**src/rtl/serial_link_master_pkg.sv**
```systemverilog
// serial_link_master_pkg
//   Shared definitions for the framed serial link initiator:
//   - state_t      : initiator FSM states (IDLE..DONE)
//   - ERR_*        : rx_err completion codes
//   - *_IDLE       : quiescent levels of the link wires
package serial_link_master_pkg;

  typedef enum logic [2:0] {
    IDLE,
    SEL,
    START,
    SEND,
    WAIT,
    RECV,
    STOP,
    DONE
  } state_t;

  localparam logic [1:0] ERR_OK       = 2'd0;
  localparam logic [1:0] ERR_TIMEOUT  = 2'd1;
  localparam logic [1:0] ERR_FRAME    = 2'd2;
  localparam logic [1:0] ERR_MISMATCH = 2'd3;

  localparam logic CS_IDLE    = 1'b1;
  localparam logic START_IDLE = 1'b1;
  localparam logic MOSI_IDLE  = 1'b0;
  localparam logic MISO_IDLE  = 1'b1;

endpackage

```
**src/rtl/serial_link_sync2.sv**
```systemverilog
// serial_link_sync2
//   Two-flop synchroniser for the MISO line. Both flops preset to the
//   idle level of the line so a reset never looks like a start bit.
// Ports:
//   clk    in   system clock
//   rst_n  in   asynchronous active-low reset
//   d      in   asynchronous input
//   q      out  synchronised output (2 clk latency)
module serial_link_sync2
  import serial_link_master_pkg::*;
(
  input  logic clk,
  input  logic rst_n,
  input  logic d,
  output logic q
);

  logic meta_reg;

  always_ff @(posedge clk or negedge rst_n) begin
    if (!rst_n) begin
      meta_reg <= MISO_IDLE;
      q        <= MISO_IDLE;
    end else begin
      meta_reg <= d;
      q        <= meta_reg;
    end
  end

endmodule

```
**src/rtl/serial_link_master.sv**
```systemverilog
// serial_link_master
//   Initiator end of the 3-wire framed serial link. Accepts a byte on a
//   valid/ready interface, sends a frame (cs_n low, one-cycle start_n
//   strobe, DATA_W bits MSB first on mosi), then waits for the responder's
//   reply on miso: a low start bit, DATA_W data bits MSB first and a high
//   stop bit. Completion is reported with a one-cycle rx_valid pulse.
// Parameters:
//   DATA_W   payload bits per frame
//   TIMEOUT  WAIT cycles allowed before the start bit (>= 2)
// Ports:
//   clk, rst_n          clock, asynchronous active-low reset
//   tx_valid/tx_data    byte to send; tx_ready high only when idle
//   rx_valid/rx_data    completion pulse and captured reply byte
//   rx_err              0 ok, 1 timeout, 2 framing, 3 echo mismatch
//   busy                high from accept until the cycle after rx_valid
//   cs_n/start_n/mosi   link outputs
//   miso                link input (idle high, synchronised internally)
// Build option:
//   SERIAL_LINK_ECHO_CHECK_EN  compare the reply with the sent byte and
//                              report ERR_MISMATCH on a difference.
module serial_link_master
  import serial_link_master_pkg::*;
#(
  parameter int DATA_W  = 8,
  parameter int TIMEOUT = 32
) (
  input  logic              clk,
  input  logic              rst_n,
  input  logic              tx_valid,
  input  logic [DATA_W-1:0] tx_data,
  output logic              tx_ready,
  output logic              rx_valid,
  output logic [DATA_W-1:0] rx_data,
  output logic [1:0]        rx_err,
  output logic              busy,
  output logic              cs_n,
  output logic              start_n,
  output logic              mosi,
  input  logic              miso
);

  localparam int BIT_CNT_W = (DATA_W > 1) ? $clog2(DATA_W) : 1;
  localparam int TO_CNT_W  = (TIMEOUT > 1) ? $clog2(TIMEOUT) : 1;
  localparam logic [BIT_CNT_W-1:0] BIT_LAST = BIT_CNT_W'(DATA_W - 1);
  localparam logic [TO_CNT_W-1:0]  TO_LAST  = TO_CNT_W'(TIMEOUT - 1);

  state_t                state_reg;
  logic [DATA_W-1:0]     tx_shift_reg;
  logic [DATA_W-1:0]     rx_shift_reg;
  logic [BIT_CNT_W-1:0]  bit_cnt_reg;
  logic [TO_CNT_W-1:0]   to_cnt_reg;
  logic                  miso_sync;
  logic                  echo_mismatch;
  logic [1:0]            ok_code;

  serial_link_sync2 u_miso_sync (
    .clk   (clk),
    .rst_n (rst_n),
    .d     (miso),
    .q     (miso_sync)
  );

`ifdef SERIAL_LINK_ECHO_CHECK_EN
  // The transmit shifter is consumed during SEND, so keep a copy of the
  // accepted byte for the echo comparison at STOP.
  logic [DATA_W-1:0] tx_copy_reg;

  always_ff @(posedge clk or negedge rst_n) begin
    if (!rst_n) begin
      tx_copy_reg <= '0;
    end else if (state_reg == IDLE && tx_valid && tx_ready) begin
      tx_copy_reg <= tx_data;
    end
  end

  assign echo_mismatch = (rx_shift_reg != tx_copy_reg);
`else
  assign echo_mismatch = 1'b0;
`endif

  // Status for a reply whose stop bit was good.
  assign ok_code = echo_mismatch ? ERR_MISMATCH : ERR_OK;

  always_ff @(posedge clk or negedge rst_n) begin
    if (!rst_n) begin
      state_reg    <= IDLE;
      tx_shift_reg <= '0;
      rx_shift_reg <= '0;
      bit_cnt_reg  <= '0;
      to_cnt_reg   <= '0;
      cs_n         <= CS_IDLE;
      start_n      <= START_IDLE;
      mosi         <= MOSI_IDLE;
      tx_ready     <= 1'b1;
      rx_valid     <= 1'b0;
      rx_data      <= '0;
      rx_err       <= ERR_OK;
      busy         <= 1'b0;
    end else begin
      case (state_reg)
        IDLE: begin
          if (tx_valid && tx_ready) begin
            tx_shift_reg <= tx_data;
            cs_n         <= 1'b0;
            tx_ready     <= 1'b0;
            busy         <= 1'b1;
            state_reg    <= SEL;
          end
        end

        SEL: begin
          start_n   <= 1'b0;
          state_reg <= START;
        end

        // First data bit goes out on the edge that ends the strobe.
        START: begin
          start_n      <= START_IDLE;
          mosi         <= tx_shift_reg[DATA_W-1];
          tx_shift_reg <= tx_shift_reg << 1;
          bit_cnt_reg  <= '0;
          state_reg    <= SEND;
        end

        SEND: begin
          if (bit_cnt_reg == BIT_LAST) begin
            mosi       <= MOSI_IDLE;
            to_cnt_reg <= '0;
            state_reg  <= WAIT;
          end else begin
            mosi         <= tx_shift_reg[DATA_W-1];
            tx_shift_reg <= tx_shift_reg << 1;
            bit_cnt_reg  <= bit_cnt_reg + BIT_CNT_W'(1);
          end
        end

        // A start bit in the last allowed cycle still wins over timeout.
        WAIT: begin
          if (!miso_sync) begin
            bit_cnt_reg <= '0;
            state_reg   <= RECV;
          end else if (to_cnt_reg == TO_LAST) begin
            cs_n      <= CS_IDLE;
            rx_valid  <= 1'b1;
            rx_err    <= ERR_TIMEOUT;
            state_reg <= DONE;
          end else begin
            to_cnt_reg <= to_cnt_reg + TO_CNT_W'(1);
          end
        end

        RECV: begin
          rx_shift_reg <= DATA_W'({rx_shift_reg, miso_sync});
          if (bit_cnt_reg == BIT_LAST) begin
            state_reg <= STOP;
          end else begin
            bit_cnt_reg <= bit_cnt_reg + BIT_CNT_W'(1);
          end
        end

        // The byte is delivered even when the stop bit is bad.
        STOP: begin
          rx_data   <= rx_shift_reg;
          rx_err    <= miso_sync ? ok_code : ERR_FRAME;
          rx_valid  <= 1'b1;
          cs_n      <= CS_IDLE;
          state_reg <= DONE;
        end

        DONE: begin
          rx_valid  <= 1'b0;
          busy      <= 1'b0;
          tx_ready  <= 1'b1;
          state_reg <= IDLE;
        end

        default: begin
          state_reg <= IDLE;
        end
      endcase
    end
  end

endmodule
```
**config.mk**
```make
export PLATFORM = sky130hd
export DESIGN_NAME = serial_link_master
export DESIGN_NICKNAME = d
export VERILOG_FILES = /design/src/rtl/serial_link_master_pkg.sv /design/src/rtl/serial_link_sync2.sv /design/src/rtl/serial_link_master.sv
export SDC_FILE = /design/constraint.sdc
export NUM_CORES = 1
export LEC_CHECK = 0
export BUFFER_PORTS_ARGS = -buffer_cell sky130_fd_sc_hd__buf_2
export CAP_MARGIN = 20
export CORE_MARGIN = 2
export CORE_UTILIZATION = 35
export CTS_CLUSTER_SIZE = 16
export DETAILED_ROUTE_END_ITERATION = 10
export SLEW_MARGIN = 20
export SYNTH_ARGS = -nofsm -noshare
export SYNTH_HDL_FRONTEND = slang
export SYNTH_HIERARCHICAL = 1
export SYNTH_SLANG_ARGS = --single-unit
```
**constraint.sdc**
```tcl
create_clock -name clk -period 2.3 [get_ports clk]
set_input_delay 0.23 -clock clk [delete_from_list [all_inputs] [get_ports clk]]
set_output_delay 0.23 -clock clk [all_outputs]
set_load 0.05 [all_outputs]
```
Word level (Yosys, flattened, before mapping)
Index checks and enable logic that the tools add are counted.

word-level totals
  memories = 0
  RAM bits = 0
  logic and storage cells = 87
  input bits = 12
  register bits = 45
  ROM bits = 0
  output and inout bits = 16
  latch bits = 0

cells by class
  multipliers = 0
  reductions and logical operators = 20
  shift-type cells = 0
  order comparisons = 0
  mux-type cells = 31
  eq/ne operators = 19
  divide/modulo/power cells = 0
  $add $sub $neg = 2
  bitwise logic cells = 0

operators with widths
  cell                                                              count
  3-bit one-hot mux with 8 select lines                             1
  8-bit one-hot mux with 3 select lines                             1
  3-bit two-way mux                                                 7
  8-bit two-way mux                                                 2
  2-bit != test (second input constant)                             8
  3-bit == test (second input constant)                             5
  5-bit two-way mux                                                 3
  3-bit AND reduction                                               4
  4-bit AND reduction                                               3
  3-bit nonzero test                                                4
  5-bit one-hot mux with 2 select lines                             1
  2-bit nonzero test                                                5
  3-bit one-hot mux with 3 select lines                             1
  1-bit one-hot mux with 2 select lines                             4
  3-bit by 2-bit == test with 1-bit output (second input constant)  2
  2-bit two-way mux                                                 3
  1-bit one-hot mux with 3 select lines                             2
  5-bit by 1-bit adder with 5-bit output (second input constant)    1
  5-bit == test (second input constant)                             1
  1-bit two-way mux                                                 5
  2-bit one-hot mux with 2 select lines                             1
  3-bit by 1-bit adder with 3-bit output (second input constant)    1
  3-bit by 1-bit == test with 1-bit output (second input constant)  1
  3-bit logical NOT                                                 1
  5 further kinds                                                   5

Longest topological paths before layout
Gate-level depths: netlist of the first run.

  word-level depth = 4
  gate-level depth with buffers = 7
  gate-level depth less buffers = 7

Hierarchy
The synthesis of the first run kept the hierarchy.

by module, submodules not included
  module              cells each  times used  seq. area each (um^2)  area each (um^2)
  serial_link_master  187         1           1079.8                 1946.9
  serial_link_sync2   2           1           52.6                   52.6

Least setup slack after synthesis of the first run
Ideal clock, no wire load.

  path type = reg-to-reg
  start point = reg to_cnt_reg[0]
  end point = reg to_cnt_reg[3]
  slack = 0.601 ns
  buffers on the path = 0
  library setup time = 0.124 ns
  clock period less this slack = 1.699 ns
  arrival = 1.575 ns
  cell stages (with the launch flop) = 8
  data required time = 2.176 ns
  path through = dfrtp_1 ha_1 and3_1 ha_1 nand2b_1 and2b_1 nand4_1 mux2i_1

on the way
  cells in the longest elaborated chain, start to end = 4
  elaborated cells on any way between the ends = 7
  classes of those cells = 1 x add/sub; 2 x eq/ne; 3 x mux; 1 x reduce/logical

ends and longest elaborated chain
  element                                 RTL line                   source
  start, declared                         serial_link_master.sv:51   logic [TO_CNT_W-1:0] to_cnt_reg;
  start signal, assigned                  serial_link_master.sv:148  to_cnt_reg <= to_cnt_reg + TO_CNT_W'(1);
  5-bit by 1-bit adder with 5-bit output  serial_link_master.sv:148
  5-bit two-way mux                       serial_link_master.sv:142  end else if (to_cnt_reg == TO_LAST) begin
  5-bit two-way mux                       serial_link_master.sv:139  if (!miso_sync) begin
  5-bit one-hot mux with 2 select lines   serial_link_master.sv:100  case (state_reg)

Parallel ways exist; a longest one is shown, timed or not. The select of a mux whose other input is x is not followed.
A chain may end at the register's enable or synchronous reset.

Worst setup path in the final report of the first run
  start point = reg bit_cnt_reg[0]
  end point = reg tx_shift_reg[0]

on the way
  cells in the longest elaborated chain, start to end = 3

ends and longest elaborated chain
  element                        RTL line                   source
  start, declared                serial_link_master.sv:50   logic [BIT_CNT_W-1:0] bit_cnt_reg;
  start signal, assigned         serial_link_master.sv:133  bit_cnt_reg <= bit_cnt_reg + BIT_CNT_W'(1);
  start signal, assigned         serial_link_master.sv:157  bit_cnt_reg <= bit_cnt_reg + BIT_CNT_W'(1);
  3-bit == test                  serial_link_master.sv:126  if (bit_cnt_reg == BIT_LAST) begin
  2-bit != test (no line)        -
  3-bit AND reduction (no line)  -
  end signal, assigned           serial_link_master.sv:103  tx_shift_reg <= tx_data;
  end signal, assigned           serial_link_master.sv:120  tx_shift_reg <= tx_shift_reg << 1;
  end signal, assigned           serial_link_master.sv:132  tx_shift_reg <= tx_shift_reg << 1;
  end, declared                  serial_link_master.sv:48   logic [DATA_W-1:0] tx_shift_reg;

No other way between the ends.

==> flow_summary.toml, run 1 <==
[status]
status = "finished clean"

[power_and_ir_drop]
ir_drop_mv = 0.618
total_power_mw = 3.05
leakage_nw = 1.18
powerDensity_mw_per_mm2 = 1300

[synth]
synth_ff_type = "dfrtp_1"
synth_top_family_by_area = "simple AND/OR/NAND/NOR gates"
syn_area_mm2 = 0.00200
synthSimpleGateAreaFrac_pct = 15.8
syn_nets = 205
avgSynthCellArea_um2 = 10.6
synth-xor-area-share_pct = 0.438
synth_edf_count = 0
synth_compound_area_share_pct = 11.4
synth_cell_type_count = 34
seq_area_frac_synth_pct = 56.6
yosysWarningCount = 6
synth_mux_area_share_pct = 10.6
syn_inst = 189
async_reset_ff_share_pct = 100
synth_fa_ha_area_share_pct = 2.50
ys_ff_latch = 45

[clock_tree]
cts_buffer_depth = 2
tritoncts = "done"
cts_max_level = 2
cts_made_buffers = 5
clock_latency_ps = 300
clock-sinks = 45
path_clk_slew_ps = 80
cts_root_buf = "clkbuf_8"

[sta]
hold_ws_ps = 24.6
post-route-period-util_pct = 81.9
drv_slew = 0
relSlewSlack_pct = 58.9
skew_ps = 7.78
setup_tns_ps = 0
final.min_clock_period_ps = 1880
max_freq_ghz = 0.531
tightestPinTransition_ps = 616
rsz0062_at_grt = "false"
hold_viol_final = 0
setup-violations-final = 0

[global_routing]
globalRoute.totalOverflow = 0
groute.usage.overall_pct = 13.1
grt_first_pass_wirelength_um = 6480
grt_start_max_net_pins = 21
grt_pass1_vias = 1381
antenna_found_initial = 0

[placement]
gp_congestion = 0.764
post-dp-hpwl_um = 2550
port_buffers = 27
placement.cell_area_mm2 = 0.00222
dp_cells = 284

[detailed_routing]
wirelength_um = 3720
drtAntennaViolNets = 0
drt_first_pass_iters = 4
route.vias.total = 1427
vias_per_cell = 4.87
drtIter0Drc = 96
wl_per_cell_um = 12.7
drc = 0

[die]
die_y_um = 79.6
dieArea_mm2 = 0.00633
io-pin-count = 28
dieWidth_um = 79.6
fp.coreArea_mm2 = 0.00551
rows = 27
start_util_pct = 36.3

[setup_path]
slowest_stage = "a21oi_2"
crit_type = "reg -> reg"
worstPathMaxFanout = 16
crit_path_cell_trace = "ha_1 > ha_1 > a21bo_2 > a21oi_2 > nand3_1 > o21ai_0"
max_stage_delay_ps = 490
crit_top_cell = "ha_1"
worst_r2r_path_depth = 6
cp-end-kind = "flop"
cp.required_ps = 2520
worstPathArrival_ps = 2110
worstSetupStartpointType = "flop"

[finish]
nNetsFinal = 236
mostFrequentLayoutCell = "dfrtp_1"
stdcell_count = 293
regArea_mm2 = 0.00113
drive_gt1_share_pct = 25.8
area_growth_pct = 17.4
antenna_cells = 0
final_area_mm2 = 0.00235
n_fill_cell = 529
multi_input_area_um2 = 815
final_cell_mix = "dfrtp_1, nand2_1, buf_2, a21oi_1, nor2_1"

[worst_hold_path]
hold_path.class = "in -> reg"
hold_depth = 1

[run]
maxCapViolCount = 0
==> per-stage QoR <==
stage	utilization [%]	setup WS (ps)
global route	42.6	200
detailed placement	40.3	405
finish	42.6	416
CTS	42.6	390
global placement	40.3	463
floorplan	-	601
==> cell families after synthesis <==
family | count (synthesis)
buf+inv | 12
flops | 45
fa+ha+maj | 4
xor+xnor | 1
mux | 17
compound gates | 38
simple gates | 72
==> power breakdown <==
part,internal (mW),switching [mW]
clock network,0.353,0.276
logic,0.463,0.717
registers,1.06,0.190
total,1.87,1.18
==> per-layer routing <==
metal / GRT usage [%] / vias to the layer above / share of wire [%]
met3: 3.51 / 6 / 4.2
li1: - / 713 / -
met2: 19.2 / 28 / 43
met1: 18.5 / 680 / 51
met5: 0 / - / 0
met4: 4.66 / 0 / 1.6
==> worst max-delay path, delay by kind of cell (launching register included) <==
family	cells	cell delay, ps
AO/OA/AOI/OAI	3	830
adder cells (fa/ha/maj)	2	460
flip-flops	1	390
AND/OR/NAND/NOR	1	130
==> synthesized netlist by cell type (all sizes together), types with 2 or more instances <==
| library cell | number | area [um2] |
|---|---|---|
| a22o | 4 | 35.0 |
| mux2 | 9 | 131 |
| inv | 4 | 15.0 |
| nor2 | 16 | 62.6 |
| dfrtp | 40 | 1000 |
| dfstp | 5 | 131 |
| mux2i | 8 | 80.1 |
| nand2 | 38 | 143 |
| a21oi | 18 | 93.8 |
| nand3 | 5 | 25.0 |
| o21ai | 11 | 55.1 |
| clkbuf | 2 | 7.51 |
| nand2b | 4 | 25.0 |
| ha | 4 | 50.1 |
| buf | 6 | 30.0 |
==> final timing paths <==
kind                                       from              endpoint  slack [ps]
setup / recovery                 bit_cnt_reg[0]       tx_shift_reg[0]         420
hold reg to reg            u_miso_sync/meta_reg         u_miso_sync/q         360
hold / removal                             miso  u_miso_sync/meta_reg          20
max in group asynchronous                 rst_n              tx_ready        1440
min in group asynchronous                 rst_n       rx_shift_reg[7]         290
setup reg to reg                 bit_cnt_reg[0]       tx_shift_reg[0]         420
==> timing repair <==
action,CTS,global route
hold buffers,1,0
gates resized for setup,0,0
endpoints found under the hold margin,7,0
buffers inserted,0,0
==> final cells by class <==
type                       instances  share of cell area [%]
clock buffer                       6                    3.52
tap                               72                    3.84
timing repair buffer              32                    7.46
clock inverter                     2                    1.60
sequential                        45                    48.2
inverter                           4                   0.640
multi-input combinational        132                    34.7
Note: power is estimated with default switching activity, not from simulation.
==> run 2, diff against run 1 <==
Clock period 2.3 ns to 1.9 ns, I/O delays scaled along.
==> run 2 against run 1 <==
  * Clock skew is 3.1 ps lower
  * Flip-flop and latch count is the same
  * Via count rose by 1.8%
  * Clock-buffer cell count stayed put
  * First-iteration DRC count shrank 31%
  * Cell area is 2.0% higher
  * Critical path depth is 1 higher
  * Largest cell class unchanged
  * Sequential share of layout area shrank 0.93 points
  * Clock power rose by 15%
  * Largest power group is now combinational cells
  * Global-route usage increased by 0.55 points
  * Maximum frequency up 8.9%
==> flow_summary.toml, run 2 (same netlist as run 1, synthesis figures left out) <==
[setup_path]
cp-end-kind = "flop"
ff2ff_setup_slack_ps = 170
worstPathArrival_ps = 1920
worstReg2RegStart = "to_cnt_reg[0]"
worstPathMaxFanout = 5
worstSetupStartpointType = "flop"
crit_type = "reg -> reg"
worst_r2r_path_depth = 7
cp.required_ps = 2090
r2r-end = "to_cnt_reg[3]"

[detailed_routing]
drc = 0
wl_per_cell_um = 12.8
wirelength_um = 3820
drtIter0Drc = 66
drt_first_pass_iters = 4
vias_per_cell = 4.88
route.vias.total = 1453
drtAntennaViolNets = 0

[sta]
setup_tns_ps = 0
rsz0062_at_grt = "false"
skew_ps = 4.65
max_freq_ghz = 0.578
hold_ws_ps = 129
tightestPinTransition_ps = 536
post-route-period-util_pct = 91.0
drv_slew = 0
hold_viol_final = 0
final.min_clock_period_ps = 1730
relSlewSlack_pct = 64.3
setup-violations-final = 0

[placement]
gp_congestion = 0.749
port_buffers = 27
post-dp-hpwl_um = 2670
placement.cell_area_mm2 = 0.00226

[power_and_ir_drop]
powerDensity_mw_per_mm2 = 1560
leakage_nw = 1.20
total_power_mw = 3.74
ir_drop_mv = 0.738

[worst_hold_path]
hold_depth = 3
holdPathEnd = "tx_shift_reg[0]"
hold_path.class = "in -> reg"
holdCritStartpoint = "tx_data[0]"

[die]
die_y_um = 79.6
start_util_pct = 36.3
io-pin-count = 28
dieWidth_um = 79.6
rows = 27
dieArea_mm2 = 0.00633
fp.coreArea_mm2 = 0.00551

[finish]
final_cell_mix = "dfrtp_1, nand2_1, buf_2, a21oi_1, nor2_1"
drive_gt1_share_pct = 27.0
area_growth_pct = 19.7
antenna_cells = 0
mostFrequentLayoutCell = "dfrtp_1"
nNetsFinal = 241
final_area_mm2 = 0.00239
n_fill_cell = 546

[clock_tree]
clock_latency_ps = 300
cts_buffer_depth = 2
cts_made_buffers = 5
cts_root_buf = "clkbuf_8"
cts_max_level = 2
tritoncts = "done"
clock-sinks = 45
path_clk_slew_ps = 90

[global_routing]
antenna_found_initial = 0
grt_start_max_net_pins = 25
grt_pass1_vias = 1428
groute.usage.overall_pct = 13.6
globalRoute.totalOverflow = 0
grt_first_pass_wirelength_um = 6570

[run]
maxCapViolCount = 0

[status]
status = "finished clean"
==> run 2: changes by cell type in the layout (fill, tap and decap cells not counted) <==
cell           before  now
buf_12              0    1
clkinv_4            0    1
buf_4               4    7
clkbuf_8            6    5
clkbuf_1            0    1
ha_2                0    1
clkinvlp_4          1    0
dlygate4sd3_1       1    2
ha_1                4    3
==> run 2: layout make-up <==
type	count	area, um2	share of cell area (%)
Clock buffer	6	72.6	3.03
Clock inverter	2	38.8	1.62
Inverter	4	15.0	0.627
Multi-Input combinational cell	132	817	34.1
Sequential cell	45	1130	47.3
Tap cell	72	90.1	3.76
Timing Repair Buffer	37	228	9.51
==> run 2: worst max-delay path by stage <==
stage | endpoint | depth (start not counted) | start
final | to_cnt_reg[3] | 7 | to_cnt_reg[0]
after global routing | state_reg[0] | 7 | to_cnt_reg[0]
after CTS | to_cnt_reg[3] | 7 | to_cnt_reg[0]
after detailed placement | to_cnt_reg[3] | 7 | to_cnt_reg[0]
after global placement | to_cnt_reg[3] | 7 | to_cnt_reg[0]
after floorplan | to_cnt_reg[3] | 7 | to_cnt_reg[0]
==> run 2: per-stage QoR <==
| step | instances | util, % | setup WS (ps) |
|---|---|---|---|
| after floorplan | 189 | - | 201 |
| after global placement | 288 | 41.0 | 171 |
| after detailed placement | 288 | 41.0 | 135 |
| after CTS | 298 | 43.4 | 113 |
| after global routing | 298 | 43.5 | 31.6 |
| final | 298 | 43.5 | 171 |
==> run 2: critical path, stage by stage, from the launching register on <==
cell	delay, ps
dfrtp_1	410
ha_1	230
and3_1	150
ha_2	190
nand2b_1	170
and2b_1	220
nand4_1	120
mux2i_1	130
==> run 2: layer usage <==
metal | GRT usage [%] | wire length, um | share of wire, %
met3 | 2.83 | 132 | 3.5
met2 | 20.3 | 1730 | 45
met4 | 7.93 | 103 | 2.7
met1 | 18.3 | 1850 | 49
met5 | 0 | 0 | 0
==> run 2: timing repair <==
| action | 4_1_cts | 5_1_grt |
|---|---|---|
| endpoints found under the hold margin | 18 | 0 |
| resized for setup | 0 | 1 |
| endpoints found under the setup margin | 0 | 2 |
| hold buffers | 2 | 0 |
| setup buffers | 0 | 0 |
==> run 2: report_power, final <==
group	switching [mW]	total [mW]	internal [mW]
logic	0.934	1.55	0.617
clock network	0.329	0.724	0.395
registers	0.184	1.46	1.28
